===== src/rtl/prg_loader.sv =====
// rtl/prg_loader.sv - PRG file loader: ioctl byte stream to PET RAM DMA writes with pointer patching
module prg_loader #(
  parameter logic [7:0]  PRG_INDEX = 8'h41,
  parameter logic [15:0] RAM_TOP   = 16'h8000,
  parameter logic [15:0] PTR_BASE  = 16'h002A,
  parameter int          PTR_COUNT = 3
) (
  input  logic        clk,
  input  logic        reset_n,
  input  logic        ioctl_download,
  input  logic [7:0]  ioctl_index,
  input  logic        ioctl_wr,
  input  logic [24:0] ioctl_addr,
  input  logic [7:0]  ioctl_dout,
  output logic        ioctl_wait,
  input  logic        dma_ready,
  output logic [15:0] dma_addr,
  output logic [7:0]  dma_din,
  output logic        dma_we,
  output logic        load_busy,
  output logic        load_done,
  output logic        load_clipped,
  output logic [15:0] end_addr
);

  typedef enum logic [2:0] {
    S_IDLE, S_HDR_LO, S_HDR_HI, S_DATA, S_PATCH, S_DONE
  } state_t;

  localparam logic [3:0] LAST_IDX = 4'(2 * PTR_COUNT - 1);

  state_t      r_state, w_next;
  logic        r_sel_d;
  logic [15:0] r_addr;
  logic [3:0]  r_patch_idx;
  logic        r_ioctl_wait, r_dma_we, r_load_busy, r_load_done, r_load_clipped;
  logic [15:0] r_dma_addr, r_end_addr;
  logic [7:0]  r_dma_din;

  logic w_sel, w_sel_rise, w_strobe, w_accept;
  logic w_hdr_lo_cap, w_hdr_hi_cap, w_store, w_clip, w_patch_issue, w_abort;

  assign w_sel      = ioctl_download && (ioctl_index == PRG_INDEX);
  assign w_sel_rise = w_sel && !r_sel_d;
  assign w_strobe   = ioctl_wr && w_sel;
  // The buffer entry (data or patch write) leaves on this cycle's edge.
  assign w_accept   = r_dma_we && dma_ready;

  assign ioctl_wait   = r_ioctl_wait;
  assign dma_addr     = r_dma_addr;
  assign dma_din      = r_dma_din;
  assign dma_we       = r_dma_we;
  assign load_busy    = r_load_busy;
  assign load_done    = r_load_done;
  assign load_clipped = r_load_clipped;
  assign end_addr     = r_end_addr;

  // State register.
  always_ff @(posedge clk or negedge reset_n) begin
    if (!reset_n) r_state <= S_IDLE;
    else          r_state <= w_next;
  end

  // Next-state and per-cycle action decode.
  always_comb begin
    w_next        = r_state;
    w_hdr_lo_cap  = 1'b0;
    w_hdr_hi_cap  = 1'b0;
    w_store       = 1'b0;
    w_clip        = 1'b0;
    w_patch_issue = 1'b0;
    w_abort       = 1'b0;
    case (r_state)
      S_IDLE: if (w_sel_rise) w_next = S_HDR_LO;
      S_HDR_LO: begin
        if (!w_sel) begin
          w_next  = S_IDLE;
          w_abort = 1'b1;
        end else if (w_strobe && ioctl_addr == 25'd0) begin
          w_hdr_lo_cap = 1'b1;
          w_next       = S_HDR_HI;
        end
      end
      S_HDR_HI: begin
        if (!w_sel) begin
          w_next  = S_IDLE;
          w_abort = 1'b1;
        end else if (w_strobe && ioctl_addr == 25'd1) begin
          w_hdr_hi_cap = 1'b1;
          w_next       = S_DATA;
        end
      end
      S_DATA: begin
        if (w_strobe && !r_dma_we) begin
          if (r_addr < RAM_TOP) w_store = 1'b1;
          else                  w_clip  = 1'b1;
        end else if (!w_sel && !r_dma_we) begin
          w_next = S_PATCH;
        end
      end
      S_PATCH: begin
        if (!r_dma_we) w_patch_issue = 1'b1;
        else if (w_accept && r_patch_idx == LAST_IDX) w_next = S_DONE;
      end
      S_DONE:  w_next = S_IDLE;
      default: w_next = S_IDLE;
    endcase
  end

  // Datapath: header capture, one-entry write buffer, patch writes and status.
  always_ff @(posedge clk or negedge reset_n) begin
    if (!reset_n) begin
      r_sel_d        <= 1'b0;
      r_addr         <= 16'h0000;
      r_patch_idx    <= 4'd0;
      r_ioctl_wait   <= 1'b0;
      r_dma_we       <= 1'b0;
      r_dma_addr     <= 16'h0000;
      r_dma_din      <= 8'h00;
      r_load_busy    <= 1'b0;
      r_load_done    <= 1'b0;
      r_load_clipped <= 1'b0;
      r_end_addr     <= 16'h0000;
    end else begin
      r_sel_d     <= w_sel;
      r_load_done <= 1'b0;
      if (r_state == S_IDLE && w_sel_rise) begin
        r_load_busy    <= 1'b1;
        r_load_clipped <= 1'b0;
      end
      if (w_abort) r_load_busy <= 1'b0;
      if (w_hdr_lo_cap) r_addr[7:0]  <= ioctl_dout;
      if (w_hdr_hi_cap) r_addr[15:8] <= ioctl_dout;
      if (w_accept) begin
        r_dma_we     <= 1'b0;
        r_ioctl_wait <= 1'b0;
        if (r_state == S_PATCH) r_patch_idx <= r_patch_idx + 4'd1;
      end
      if (w_store) begin
        r_dma_addr   <= r_addr;
        r_dma_din    <= ioctl_dout;
        r_dma_we     <= 1'b1;
        r_ioctl_wait <= 1'b1;
        r_addr       <= r_addr + 16'd1;
      end
      if (w_clip) r_load_clipped <= 1'b1;
      if (r_state == S_DATA && w_next == S_PATCH) r_patch_idx <= 4'd0;
      if (w_patch_issue) begin
        r_dma_addr <= PTR_BASE + {12'd0, r_patch_idx};
        r_dma_din  <= r_patch_idx[0] ? r_addr[15:8] : r_addr[7:0];
        r_dma_we   <= 1'b1;
      end
      if (r_state == S_PATCH && w_next == S_DONE) begin
        r_load_done <= 1'b1;
        r_load_busy <= 1'b0;
        r_end_addr  <= r_addr;
      end
    end
  end

endmodule


===== config.mk =====
export PLATFORM = sky130hd
export DESIGN_NAME = prg_loader
export DESIGN_NICKNAME = d
export VERILOG_FILES = /design/src/rtl/prg_loader.sv
export SDC_FILE = /design/constraint.sdc
export NUM_CORES = 1
export LEC_CHECK = 0
export ABC_AREA = 1
export BUFFER_PORTS_ARGS = -buffer_cell sky130_fd_sc_hd__buf_2
export CAP_MARGIN = 40
export CORE_UTILIZATION = 45
export CTS_CLUSTER_DIAMETER = 40
export DETAILED_ROUTE_END_ITERATION = 10
export GPL_TIMING_DRIVEN = 1
export PLACE_DENSITY = 0.69
export SETUP_SLACK_MARGIN = 0.15
export SYNTH_ARGS = -nofsm -noshare
export SYNTH_HDL_FRONTEND = slang
export SYNTH_SLANG_ARGS = --single-unit

===== constraint.sdc =====
create_clock -name clk -period 4 [get_ports clk]
set_clock_uncertainty 0.1 [all_clocks]
set_input_delay 0.6 -clock clk [delete_from_list [all_inputs] [get_ports clk]]
set_output_delay 0.6 -clock clk [all_outputs]
set_load 0.01 [all_outputs]

==> results of run 1 <==
worst max-delay path, delay by kind of cell (launching register included):
family | cells | cell delay [ps]
AOI/OAI and AO/OA | 1 | 260
adders and majority gates | 1 | 340
buffers and inverters | 1 | 610
and+or+nand+nor | 3 | 230
DFF | 1 | 650
placed cells by master, fill, tap and decap left out, types with 3 or more instances in the layout:
cell	count
nand2_1	119
buf_2	90
dfrtp_1	69
nor2_1	62
nand3_1	54
inv_1	46
o21ai_0	30
o211ai_1	11
clkbuf_8	11
nor3_1	9
o22ai_1	9
o21ai_1	9
xor2_1	7
nand4_1	6
inv_2	4
ha_1	4
nor2_2	3
buf_4	3
layout make-up:
type                       count  area, µm²
sequential                    69       1730
fill                         768       3420
inverter                      51        191
clock inverter                 5       35.0
timing repair buffer          93        473
multi-input combinational    340       1650
clock buffer                  11        151
tap                          102        128
cells by family (layout without fill, tap and decap cells):
logic type	count (synthesis)	in the layout
and+or+nand+nor	264	264
DFF	69	69
AOI/OAI and AO/OA	64	64
buffers and inverters	64	160
xor gates and xnor gates	8	8
adders and majority gates	4	4
metrics by stage:
step | instances | hold slack, ps | utilization, %
final | 671 | 166 | 56.0
after global routing | 671 | 187 | 56.0
after floorplan | 473 | 204 | -
after CTS | 671 | 166 | 56.0
after detailed placement | 655 | 369 | 53.6
after global placement | 655 | 361 | 53.6
routing by layer:
metal	part of all wire [%]	global-route usage [%]
met1	47	34.8
met2	46	36.4
met3	4.7	3.57
met4	2.3	9.64
met5	0	0
cells in the mapped netlist (2+ instances only):
library cell	count
nor3_1	9
a21oi_1	2
inv_1	46
nor2_2	3
o22ai_1	9
o211ai_1	11
nor2_1	62
nand2_2	2
nand2_1	119
clkbuf_1	7
buf_6	2
inv_2	4
o21ai_0	30
nand3b_1	2
ha_1	4
xor2_1	7
o21ai_1	9
dfrtp_1	69
nand3_1	54
nand4_1	6
or2_2	2
nand3_2	2
buf_2	4
report_power, final:
group          switching (mW)  leakage, nW  total, mW  internal, mW
Sequential              0.110        0.910      0.918         0.808
Combinational           0.314         1.22      0.520         0.206
Clock                   0.266       0.0953      0.525         0.259
Total                   0.690         2.23       1.96          1.27
worst min path at each step:
stage / from / endpoint / slack [ps] / cells after the start
6_report: reset_n / end_addr[11] / 170 / 2
5_1_grt: reset_n / dma_din[4] / 190 / 2
4_1_cts: reset_n / end_addr[11] / 170 / 2
3_5_place_dp: end_addr[10] / end_addr[10] / 370 / 2
3_3_place_gp: end_addr[0] / end_addr[0] / 360 / 2
2_1_floorplan: reset_n / dma_addr[0] / 200 / 0
registers in the layout, summed over array words and instances, names as in the netlist:
name          count
dma_din           8
dma_we            1
r_patch_idx       4
load_clipped      1
r_state           3
load_busy         1
r_sel_d           1
r_addr           16
ioctl_wait        1
end_addr         16
dma_addr         16
load_done         1
==> flow_summary.ini, run 1 <==
[clocking]
clockBufferDepth = 2
cts.root.buffer_cell = clkbuf_8
cts_sinks = 69
cts_tree = yes
cts_setup_buffers = 0
path_clk_slew_ps = 70
ctsResizeCount = 0
cts.htree.levels = 3
cts_buffers = 9
clk_latency_ps = 340
holdBufCountCts = 0

[sta]
worstMarginPinSlew_ps = 835
rsz0062_at_grt = false
drv_slew = 0
layout_setup_ws_ps = 1720
setup_viol_count_final = 0
finalCriticalPeriod_ps = 2280
fmax_mhz = 440
tns_ps = 0
fin_crit_sh_pct = 56.9
slew_headroom_pct = 44.2
hold_viol_final = 0

[synth]
yosys.area.top_type_share_pct = 47.5
synth_compound_area_share_pct = 10.3
synthXorXnorAreaFrac_pct = 1.93
synth_edf_count = 0
yosysTopAreaCell = dfrtp_1
muxShareOfSynthArea_pct = 0
netlist_area_mm2 = 0.00363
synth_area_leaders = dfrtp_1 48%, nand2_1 12%, nand3_1 7.4%
ys_seq_elements = 69
synthSimpleGateAreaFrac_pct = 31.7
seq_area_frac_synth_pct = 47.5
synth_nets = 523
syn_area_per_cell_um2 = 7.68
synth_warnings = 0
synthArstFlopShare_pct = 100
synthFlopType = dfrtp_1
syn_inst = 473
synth_adder_area_share_pct = 1.38
synth_top_family_by_area = simple AND/OR/NAND/NOR gates
yosysUniqueCellTypes = 31

[floorplan]
core_mm2 = 0.00777
num_rows = 32
die-area_mm2 = 0.00843
ioPinCount = 91
die_y_um = 91.8
die_x_um = 91.8
initial_utilization_pct = 46.8

[detailed_routing]
ant_nets = 0
wire_per_inst_um = 13.9
routed_wl_um = 9350
drtIter0Drc = 182
drcViolationCount = 0
via_per_inst = 5.18
drt-pass1-iter-count = 5
dr_total_vias = 3475

[grt]
overflow = 0
grt_max_degree = 42
antenna_found_initial = 0
grt_pass1_wl_um = 16000
grtUsageTotal_pct = 24.1
grt_pass1_vias = 3340

[setup_path]
critPathKind = register to register
crit_path_start_kind = register
rr_endpoint = r_state[0]
path_cells = ha_1, nand3b_1, nor2_2, inv_1, o211a_1, nand2_1
crit_end = r_state[0]
endpoint_kind = register
worst_r2r_path_depth = 6
cp_max_fo = 33
reg2reg_slack_ps = 1720
cpPeakStageDelay_ps = 650
r2r_start = r_patch_idx[0]
cp_slowest_cell = dfrtp_1
required_ps = 4140
cp_data_arrival_time_ps = 2410
crit_start = r_patch_idx[0]

[layout]
stdcell_area_mm2 = 0.00435
drive_above_1_share_pct = 22.0
nNetsFinal = 614
antennaDiodeCount = 0
area.growth.synth_to_final_pct = 19.8

[placed_design]
portBuffers = 90
place_ws_ps = 1560
gp_congestion = 0.877
hpwl_um = 6990
post_dp_cell_area_mm2 = 0.00416

[hold_path]
hold_path.class = input port to asynchronous set/reset pin

[pwr]
power.leakage_nw = 2.23
power.total_mw = 1.96
power_density_mw_per_mm2 = 451
ir_worst_vdd_v = 0.000227

[run]
drv_cap = 0

[status]
status = finished clean
Power figures use the tool's default switching activity.
==> run 2, diff against run 1 <==
PLACE_DENSITY = 0.72   (was 0.69)
clock period = 2 ns   (was 4 ns; I/O delays follow)
==> run 2 against run 1 <==
  * Fmax grew 32%
  * Global-route usage is 0.54 points higher
  * Sequential cell count did not move
  * Worst setup slack worse by 1500 ps
  * Critical path depth increased by 2
  * Largest power group unchanged
==> flow_summary.ini, run 2 (synthesized netlist as in run 1, its figures left out) <==
[layout]
multi_input_area_mm2 = 0.00166
area.growth.synth_to_final_pct = 24.5
stdcell_area_mm2 = 0.00452
final_cell_mix = 119 x nand2_1, 90 x buf_2, 69 x dfrtp_1
fillers = 756
drive_above_1_share_pct = 23.4
antennaDiodeCount = 0
nNetsFinal = 623
layout_commonest_cell = nand2_1
final-seq-area_mm2 = 0.00173

[floorplan]
die-area_mm2 = 0.00843
core_mm2 = 0.00777
ioPinCount = 91
num_rows = 32
die_x_um = 91.8
initial_utilization_pct = 46.8
die_y_um = 91.8

[detailed_routing]
drcViolationCount = 0
dr_total_vias = 3617
ant_nets = 0
drt-pass1-iter-count = 7
wire_per_inst_um = 14.4
drtIter0Drc = 232
wl_met3_um = 629
wl_met2_um = 4600
wl_met1_um = 4450
routed_wl_um = 9790
via_per_inst = 5.32
top_layer = met4

[setup_path]
rr_endpoint = dma_addr[4]
crit_end = dma_addr[4]
cp_data_arrival_time_ps = 1890
endpoint_kind = register
worst_r2r_path_depth = 8
crit_path_start_kind = register
cp_max_fo = 34
r2r_start = r_state[2]
required_ps = 2160
reg2reg_slack_ps = 270
crit_start = r_state[2]
critPathKind = register to register

[grt]
grtUsageTotal_pct = 24.6
overflow = 0
grt_max_degree = 70
grt_pass1_vias = 3444
grt_pass1_wl_um = 16300
antenna_found_initial = 0

[sta]
rsz0062_at_grt = true
setup_viol_count_final = 0
hold_viol_final = 0
layout_setup_ws_ps = 274
drv_slew = 0
fin_crit_sh_pct = 86.3
fmax_mhz = 579
finalCriticalPeriod_ps = 1730
slew_headroom_pct = 75.2
tns_ps = 0
worstMarginPinSlew_ps = 373
whs_ps = 50.7

[placed_design]
portBuffers = 90
gp_congestion = 0.892
place_ws_ps = 193
hpwl_um = 7190
post_dp_cell_area_mm2 = 0.00425

[hold_path]
hold_path.class = input port to register

[pwr]
ir_worst_vdd_v = 0.000475
power.leakage_nw = 2.31
power_density_mw_per_mm2 = 969
p_sw_mw = 1.46
clockPowerShare_pct = 32.2
pwr-share-seq_pct = 40.9
internal_power_mw = 2.92
combPwrFrac_pct = 26.9
power.total_mw = 4.38
netSwitchingFraction_pct = 33.4

[status]
status = finished clean

[clocking]
clk_latency_ps = 350
cts_tree = yes
cts_sinks = 69
cts.htree.levels = 3
path_clk_slew_ps = 80
cts_setup_buffers = 0
cts.root.buffer_cell = clkbuf_8
clockBufferDepth = 2
cts_buffers = 9

[run]
drv_cap = 0
run 2: cell types whose count changed in the layout (fill, tap and decap cells not counted), sizes merged:
cell,before,now
inv,50,51
bufinv,0,3
dlygate4sd3,0,1
buf,93,101
clkinvlp,1,0
clkinv,5,4
clkbuf,11,9
run 2: timing repair:
action	CTS	global route
setup endpoints to repair	0	28
hold buffers	1	0
hold endpoints to repair	69	0
resized for setup	0	5
run 2: stage by stage:
step / utilization (%) / cells
CTS: 58.0 / 680
finish: 58.2 / 680
global placement: 54.7 / 663
detailed placement: 54.7 / 663
global route: 58.2 / 680
floorplan: - / 473
run 2: layout make-up:
cell class	instances	share of cell area, %
Clock buffer	9	2.74
Clock inverter	7	2.68
Inverter	51	4.29
Multi-Input combinational cell	340	36.7
Sequential cell	69	38.2
Tap cell	102	2.82
Timing Repair Buffer	102	12.6
run 2: critical path: stages, from the launching register on:
cell and delay [ps]:
dfrtp_1 400, inv_2 90, nand3_1 170, nor2_4 170, nand4_4 160, buf_12 210
inv_4 120, nand2_1 100, o211ai_1 110
run 2: how the worst min path moves through the flow:
stage	from	endpoint	slack, ps	cells after the start
2_1_floorplan	reset_n	dma_addr[0]	-100	0
3_3_place_gp	reset_n	end_addr[11]	250	2
3_5_place_dp	reset_n	dma_addr[11]	260	2
4_1_cts	dma_ready	dma_we	60	2
5_1_grt	dma_ready	dma_we	60	2
6_report	dma_ready	dma_we	50	2
run 2: metal layers:
layer / GRT usage (%) / vias up
li1: - / 1748
met1: 34.2 / 1727
met2: 39.3 / 132
met3: 4.48 / 10
met4: 7.29 / 0
met5: 0 / -
run 2: power by group through the flow:
stage	logic (mW)	clock network, mW	registers (mW)
6_report	1.18	1.41	1.79
3_5_place_dp	1.18	0	1.80
5_1_grt	1.32	1.48	1.81
4_1_cts	1.18	1.42	1.78
3_3_place_gp	1.14	0	1.80
2_1_floorplan	0.675	0	1.86
